File: src/rtl/cnt_cmp_param.sv
// Parametrised up/down counter with parallel load, optional saturation,
// programmable comparator and terminal-count flag. CNT_CMP_ZREG_EN registers Z.
module cnt_cmp_param #(
    parameter int WIDTH = 16,
    parameter int SAT   = 0
) (
    input  logic             CK,
    input  logic             RN,
    input  logic             EN,
    input  logic             LD,
    input  logic [WIDTH-1:0] LD_VAL,
    input  logic             DIR,
    input  logic [WIDTH-1:0] C,
    input  logic [1:0]       MODE,
    output logic [WIDTH-1:0] Q,
    output logic             Z,
    output logic             TC
);

    localparam logic [WIDTH-1:0] ALL_ONES = '1;
    localparam logic [WIDTH-1:0] ONE      = WIDTH'(1);

    logic             at_top;
    logic             at_bot;
    logic             at_term;
    logic             cmp;
    logic [WIDTH-1:0] q_nxt;

    assign at_top  = (Q == ALL_ONES);
    assign at_bot  = (Q == '0);
    assign at_term = DIR ? at_bot : at_top;

    always_comb begin
        q_nxt = Q;
        if (LD) begin
            q_nxt = LD_VAL;
        end else if (EN) begin
            if ((SAT != 0) && at_term)
                q_nxt = Q;
            else if (DIR)
                q_nxt = Q - ONE;
            else
                q_nxt = Q + ONE;
        end
    end

    always_ff @(posedge CK or negedge RN) begin
        if (!RN)
            Q <= '0;
        else
            Q <= q_nxt;
    end

    // Mode 11 is equality restricted to an approaching count; a load breaks that.
    always_comb begin
        cmp = 1'b0;
        case (MODE)
            2'b00:   cmp = (Q == C);
            2'b01:   cmp = (Q >= C);
            2'b10:   cmp = (Q <  C);
            default: cmp = (Q == C) & ~LD;
        endcase
    end

    // Outputs are gated by RN so they read 0 throughout reset.
    assign TC = RN & EN & ~LD & at_term;

`ifdef CNT_CMP_ZREG_EN
    logic z_q;

    always_ff @(posedge CK or negedge RN) begin
        if (!RN)
            z_q <= 1'b0;
        else
            z_q <= EN & cmp;
    end

    assign Z = z_q;
`else
    assign Z = RN & EN & cmp;
`endif

endmodule

File: config.mk
export PLATFORM = sky130hd
export DESIGN_NAME = cnt_cmp_param
export DESIGN_NICKNAME = d
export VERILOG_FILES = /design/src/rtl/cnt_cmp_param.sv
export SDC_FILE = /design/constraint.sdc
export NUM_CORES = 1
export LEC_CHECK = 0
export ABC_AREA = 1
export CAP_MARGIN = 40
export CORE_MARGIN = 2
export CORE_UTILIZATION = 49
export DETAILED_ROUTE_END_ITERATION = 8
export GPL_TIMING_DRIVEN = 0
export PLACE_DENSITY_LB_ADDON = 0.3
export SLEW_MARGIN = 20
export SYNTH_ARGS = -nofsm -noshare
export SYNTH_HDL_FRONTEND = slang
export SYNTH_SLANG_ARGS = --single-unit
File: constraint.sdc
create_clock -name CK -period 2.51 [get_ports CK]
set_clock_uncertainty 0.1 [all_clocks]
set_input_delay 0.3765 -clock CK [delete_from_list [all_inputs] [get_ports CK]]
set_output_delay 0.3765 -clock CK [all_outputs]
set_load 0.005 [all_outputs]
---- After elaboration in Yosys (flattened, before gate mapping) ----
Cells that the tools add are included.
word-level totals
  register bits ........................... 16
  output and inout port bits .............. 18
  bits of input ports ..................... 39
  logic and storage cells ................. 23
cells by class
  mux-type cells .......................... 5
  bitwise logic cells ..................... 6
  reduce and logical (&&, ||, !) cells .... 3
  add/sub/neg operators ................... 2
  equal/unequal tests ..................... 4
  order comparisons ....................... 2
operator list
  kind                   count
  $mux 16                3
  $add 16x1->16 const B  1
  $eq 16x16->1           1
  $eq 16x16->1 const B   1
  $ge 16x16->1           1
  $logic_not 16->1       1
  $lt 16x16->1           1
  $sub 16x1->16 const B  1
  $and 1x1->1            5
  $pmux 1 s3             1
  $eq 2x1->1 const B     1
  $eq 2x2->1 const B     1
  $logic_not 2->1        1
  $reduce_bool 2->1      1
  $mux 1                 1
  $not 1->1              1

---- Longest topological paths before layout ----
  depth after elaboration ................. 4
  depth in mapped cells ................... 14

---- Worst setup path after synthesis ----
Ideal clock, no wire load.
  path type ............................... reg2reg
  start ................................... register Q[0]
  end ..................................... register Q[10]
  setup slack ............................. 618 ps
  data required time ...................... 2289 ps
  cell stages (with the launch flop) ...... 12
  clock period less this slack ............ 1892 ps
  arrival time ............................ 1671 ps
  cell sequence ........................... dfrtp_1 inv_1 fa_1 inv_1 nand3_1 nand2_2 nand2_2 nand2_2 a21oi_2 or2_1 nand3_1 nand2_1
on the way
  word-level cells in the longest chain between the ends .. 4
ends and longest elaborated chain
  item                                            line    text
  start, declared                                 15      output logic [WIDTH-1:0] Q,
  start signal, assigned                          51      Q <= q_nxt;
  $add 16x1->16 or $sub 16x1->16 (tied branches)  43, 41
  $mux 16 (*)                                     40      else if (DIR)
  $mux 16 (*)                                     37      end else if (EN) begin
  $mux 16 (*)                                     35      if (LD) begin
Mark *: on every way between the ends. The rest lies on a longest branch, timed or not. The select of a mux whose other input is x is not followed.
A chain may end at the register's enable or synchronous reset.

---- Worst setup path after layout ----
  start ................................... input C[8]
  end ..................................... output Z
on the way
  word-level cells in the longest chain between the ends .. 4
ends and longest elaborated chain
  item                                                  line  text
  start, declared                                       13    input logic [WIDTH-1:0] C,
  branches (longest 2 deep; another with $lt 16x16->1)  --
  $pmux 1 s3 (*)                                        57    case (MODE)
  $and 1x1->1 (*)                                       80    assign Z = RN & EN & cmp;
  end, declared                                         16    output logic Z,
Mark *: on every way between the ends.

==> results.json <==
{
  "wire_length_of_the_first_global_routing_pass_mm": 9.18,
  "grt_use_total_pct": 26.3,
  "cts_sinks": 16,
  "largest_register_ff_count": 16,
  "drt_pre_antenna_iters": 5,
  "netlist-cell-type-count": 32,
  "totalWireLength_mm": 6.17,
  "die_w_um": 68.1,
  "cts.hold.buffers_added": 0,
  "diode_insertion_count_for_antenna_repair": 0,
  "finish.instance_area_mm2": 0.00288,
  "routedWlPerCell_um": 15.1,
  "drc": 0,
  "cp_common_cell": "sky130_fd_sc_hd__nand2_1",
  "route.detailed.vias_per_inst": 5.54,
  "netlist_area_mm2": 0.00202,
  "run_status": "complete, but fails checks",
  "fillCellCount": 305,
  "cts-root-to-sink-buffers": 2,
  "drtAntennaViolNets": 0,
  "grt_met3_usage_pct": 2.80,
  "slew_headroom_pct": 66.0,
  "dieArea_mm2": 0.00464,
  "reg_with_most_ffs": "Q",
  "unrepaired_setup_endpoints_after_global_routing": "true",
  "overflow": 0,
  "cts_root_buffer": "sky130_fd_sc_hd__clkbuf_8",
  "max-cap-violations": 0,
  "area_growth_syn_to_layout_pct": 43.1,
  "setup_viol": 1,
  "dr_total_vias": 2265,
  "maximum_vdd_drop_uv": 213,
  "clock_latency_ns": 0.25,
  "top_count_cell_post_synth": "sky130_fd_sc_hd__nand2_1",
  "via_count_of_the_first_global_routing_pass": 2154,
  "post_synth_main_area_contributors": "sky130_fd_sc_hd__dfrtp_1, sky130_fd_sc_hd__ha_1, sky130_fd_sc_hd__nand2_1",
  "netlist.area_leader.share_pct": 19.9,
  "worstPathRequired_ns": 2.03,
  "synth_top_area_cell": "sky130_fd_sc_hd__dfrtp_1",
  "final_layout_size_suffix_gt1_share_pct": 15.6,
  "cpPeakStageDelay_ns": 0.45,
  "critical_path_peak_fanout": 2,
  "worstHoldPathType": "in2async",
  "async_reset_ff_share_pct": 100,
  "synth_enable_flop_cells": 0,
  "cts_htree_levels": 1,
  "min_period_over_period_pct": 101,
  "setup_ws_ns": -0.0350,
  "setup.worst_path.end_class": "output port",
  "yosysSeqAreaShare_pct": 19.9,
  "critical-path-slowest-cell": "sky130_fd_sc_hd__clkdlybuf4s50_1",
  "antenna_found_initial": 0,
  "finalHoldViolCount": 0,
  "num_io_pins": 57,
  "r2r_setup_slack_ns": 0.31,
  "reg2reg_to": "Q[10]",
  "final_nets": 430,
  "net_count_of_the_mapped_netlist": 368,
  "placement.cell_area_mm2": 0.00264,
  "cp-start-kind": "input pin",
  "postSynth.topFlopCell": "sky130_fd_sc_hd__dfrtp_1",
  "ys_top_cells_by_count": "sky130_fd_sc_hd__nand2_1, sky130_fd_sc_hd__inv_1, sky130_fd_sc_hd__ha_1, sky130_fd_sc_hd__nor2_1, sky130_fd_sc_hd__a21oi_1",
  "rows": 23,
  "min_period_ns": 2.55,
  "cp_data_arrival_time_ns": 2.07,
  "buffer_ports.inserted": 56,
  "totalNegativeSetupSlack_ns": -0.0350,
  "timing.reg2reg.worst_path_depth": 11,
  "worst_hold_slack_ns": 0.0475,
  "worst-setup-path-type": "in2out",
  "drv_slew": 0,
  "globalRouteMet2Util_pct": 47.5,
  "clk_transition_reported_paths_ns": 0.06,
  "yosys_warnings": 0,
  "violated_checks": "setup timing",
  "start_util_pct": 50.8,
  "detailed_placement_wirelength_estimate_mm": 4.65,
  "fmax_mhz": 393,
  "grtUsageMet1_pct": 31.0,
  "worstMarginPinSlew_ns": 0.508,
  "largestRegisters": "Q x16",
  "core_region_area_mm2": 0.00397,
  "total_leakage_power_nw": 1.42,
  "dr.first_iter.drc_count": 111,
  "power_per_cell_area_mw_per_mm2": 504,
  "rr_startpoint": "Q[1]",
  "syn-mean-instance-area_um2": 6.76,
  "cts_tree": "built",
  "gpl.final_weighted_congestion": 0.847,
  "cp_cell_sequence": "clkdlybuf4s50_1, inv_1, ha_1, nand2_1, nand2_1, nand2_1, nand2_1, a21oi_2, nand2_2, nand2_2, nand2_1, a21oi_1, buf_2",
  "largest_net_degree_at_the_start_of_global_routing": 18,
  "cts_inserted_buffers": 3,
  "synth_seq_cells": 16,
  "dieHeight_um": 68.1,
  "post_synth_inst_count": 298,
  "global_route.peak_usage_layer": "met2"
}
[how the worst max path moves through the flow]
stage	from	endpoint	slack (ns)	depth (start not counted)
final	C[8]	Z	-0.04	13
after global routing	C[8]	Z	-0.11	13
after CTS	C[10]	Z	-0.04	12
after detailed placement	DIR	Q[10]	-0.50	12
after global placement	DIR	Q[10]	-0.42	12
after floorplan	Q[0]	Q[10]	0.62	11
[cell type report]
| cell class | count | area, µm² | share of cell area (%) |
|---|---|---|---|
| Clock buffer | 4 | 55.1 | 1.91 |
| Multi-Input combinational cell | 236 | 1600 | 55.4 |
| Inverter | 43 | 161 | 5.60 |
| Tap cell | 50 | 62.6 | 2.17 |
| Sequential cell | 16 | 403 | 14.0 |
| Timing Repair Buffer | 57 | 579 | 20.1 |
| Buffer | 3 | 23.8 | 0.824 |
[cells in the final DEF (no fill, tap or decap), drive strengths merged, types with 2 or more instances in the layout]
| cell | n |
|---|---|
| nand2 | 80 |
| clkdlybuf4s50 | 46 |
| inv | 43 |
| ha | 30 |
| nor2 | 27 |
| a21oi | 23 |
| dfrtp | 16 |
| nand3 | 16 |
| o21ai | 15 |
| a22oi | 13 |
| nand4 | 6 |
| dlymetal6s2s | 6 |
| xnor2 | 5 |
| buf | 5 |
| clkbuf | 4 |
| nor3 | 4 |
| nor4 | 3 |
| o211ai | 3 |
| a21o | 3 |
| nand3b | 2 |
| clkdlybuf4s15 | 2 |
| or2 | 2 |
[per-layer routing]
metal / up-vias / wire length, µm
li1: 1127 / -
met4: 0 / 144
met3: 12 / 284
met5: - / 0
met2: 72 / 3110
met1: 1054 / 2630
[cells by family after synthesis]
family          share of synthesized area [%]
fa+ha+maj                                19.6
simple gates                             31.2
buf+inv                                  9.06
flops                                    19.9
compound gates                           17.7
xor+xnor                                 2.61
[report_power, final]
group | switching (mW) | total, mW | internal (mW) | leakage, nW
clock network | 0.0897 | 0.229 | 0.139 | 0.0288
logic | 0.441 | 0.834 | 0.393 | 1.20
registers | 0.0911 | 0.390 | 0.299 | 0.191
total | 0.622 | 1.45 | 0.832 | 1.42
[what timing repair did]
action / in CTS / in global routing
hold endpoints to repair: 0 / 0
endpoints found under the setup margin: 10 / 2
resized for setup: 16 / 37
pin swaps: 4 / 14
buffers inserted: 0 / 1
[critical path: cells and delay by family]
kind	cells	cell delay [ns]
and+or+nand+nor	7	0.51
AOI/OAI and AO/OA	2	0.33
buffers and inverters	3	0.64
adders and majority gates	1	0.19
[stage by stage]
step           total power [mW]  util (%)  setup slack [ns]  cells
2_1_floorplan             0.836         -             0.618    298
3_3_place_gp               1.09      66.4            -0.424    404
3_5_place_dp               1.12      66.4            -0.499    404
4_1_cts                    1.36      68.3           -0.0415    408
5_1_grt                    1.57      72.6            -0.113    409
6_report                   1.45      72.6           -0.0350    409
(Power assumes the default switching activity.)
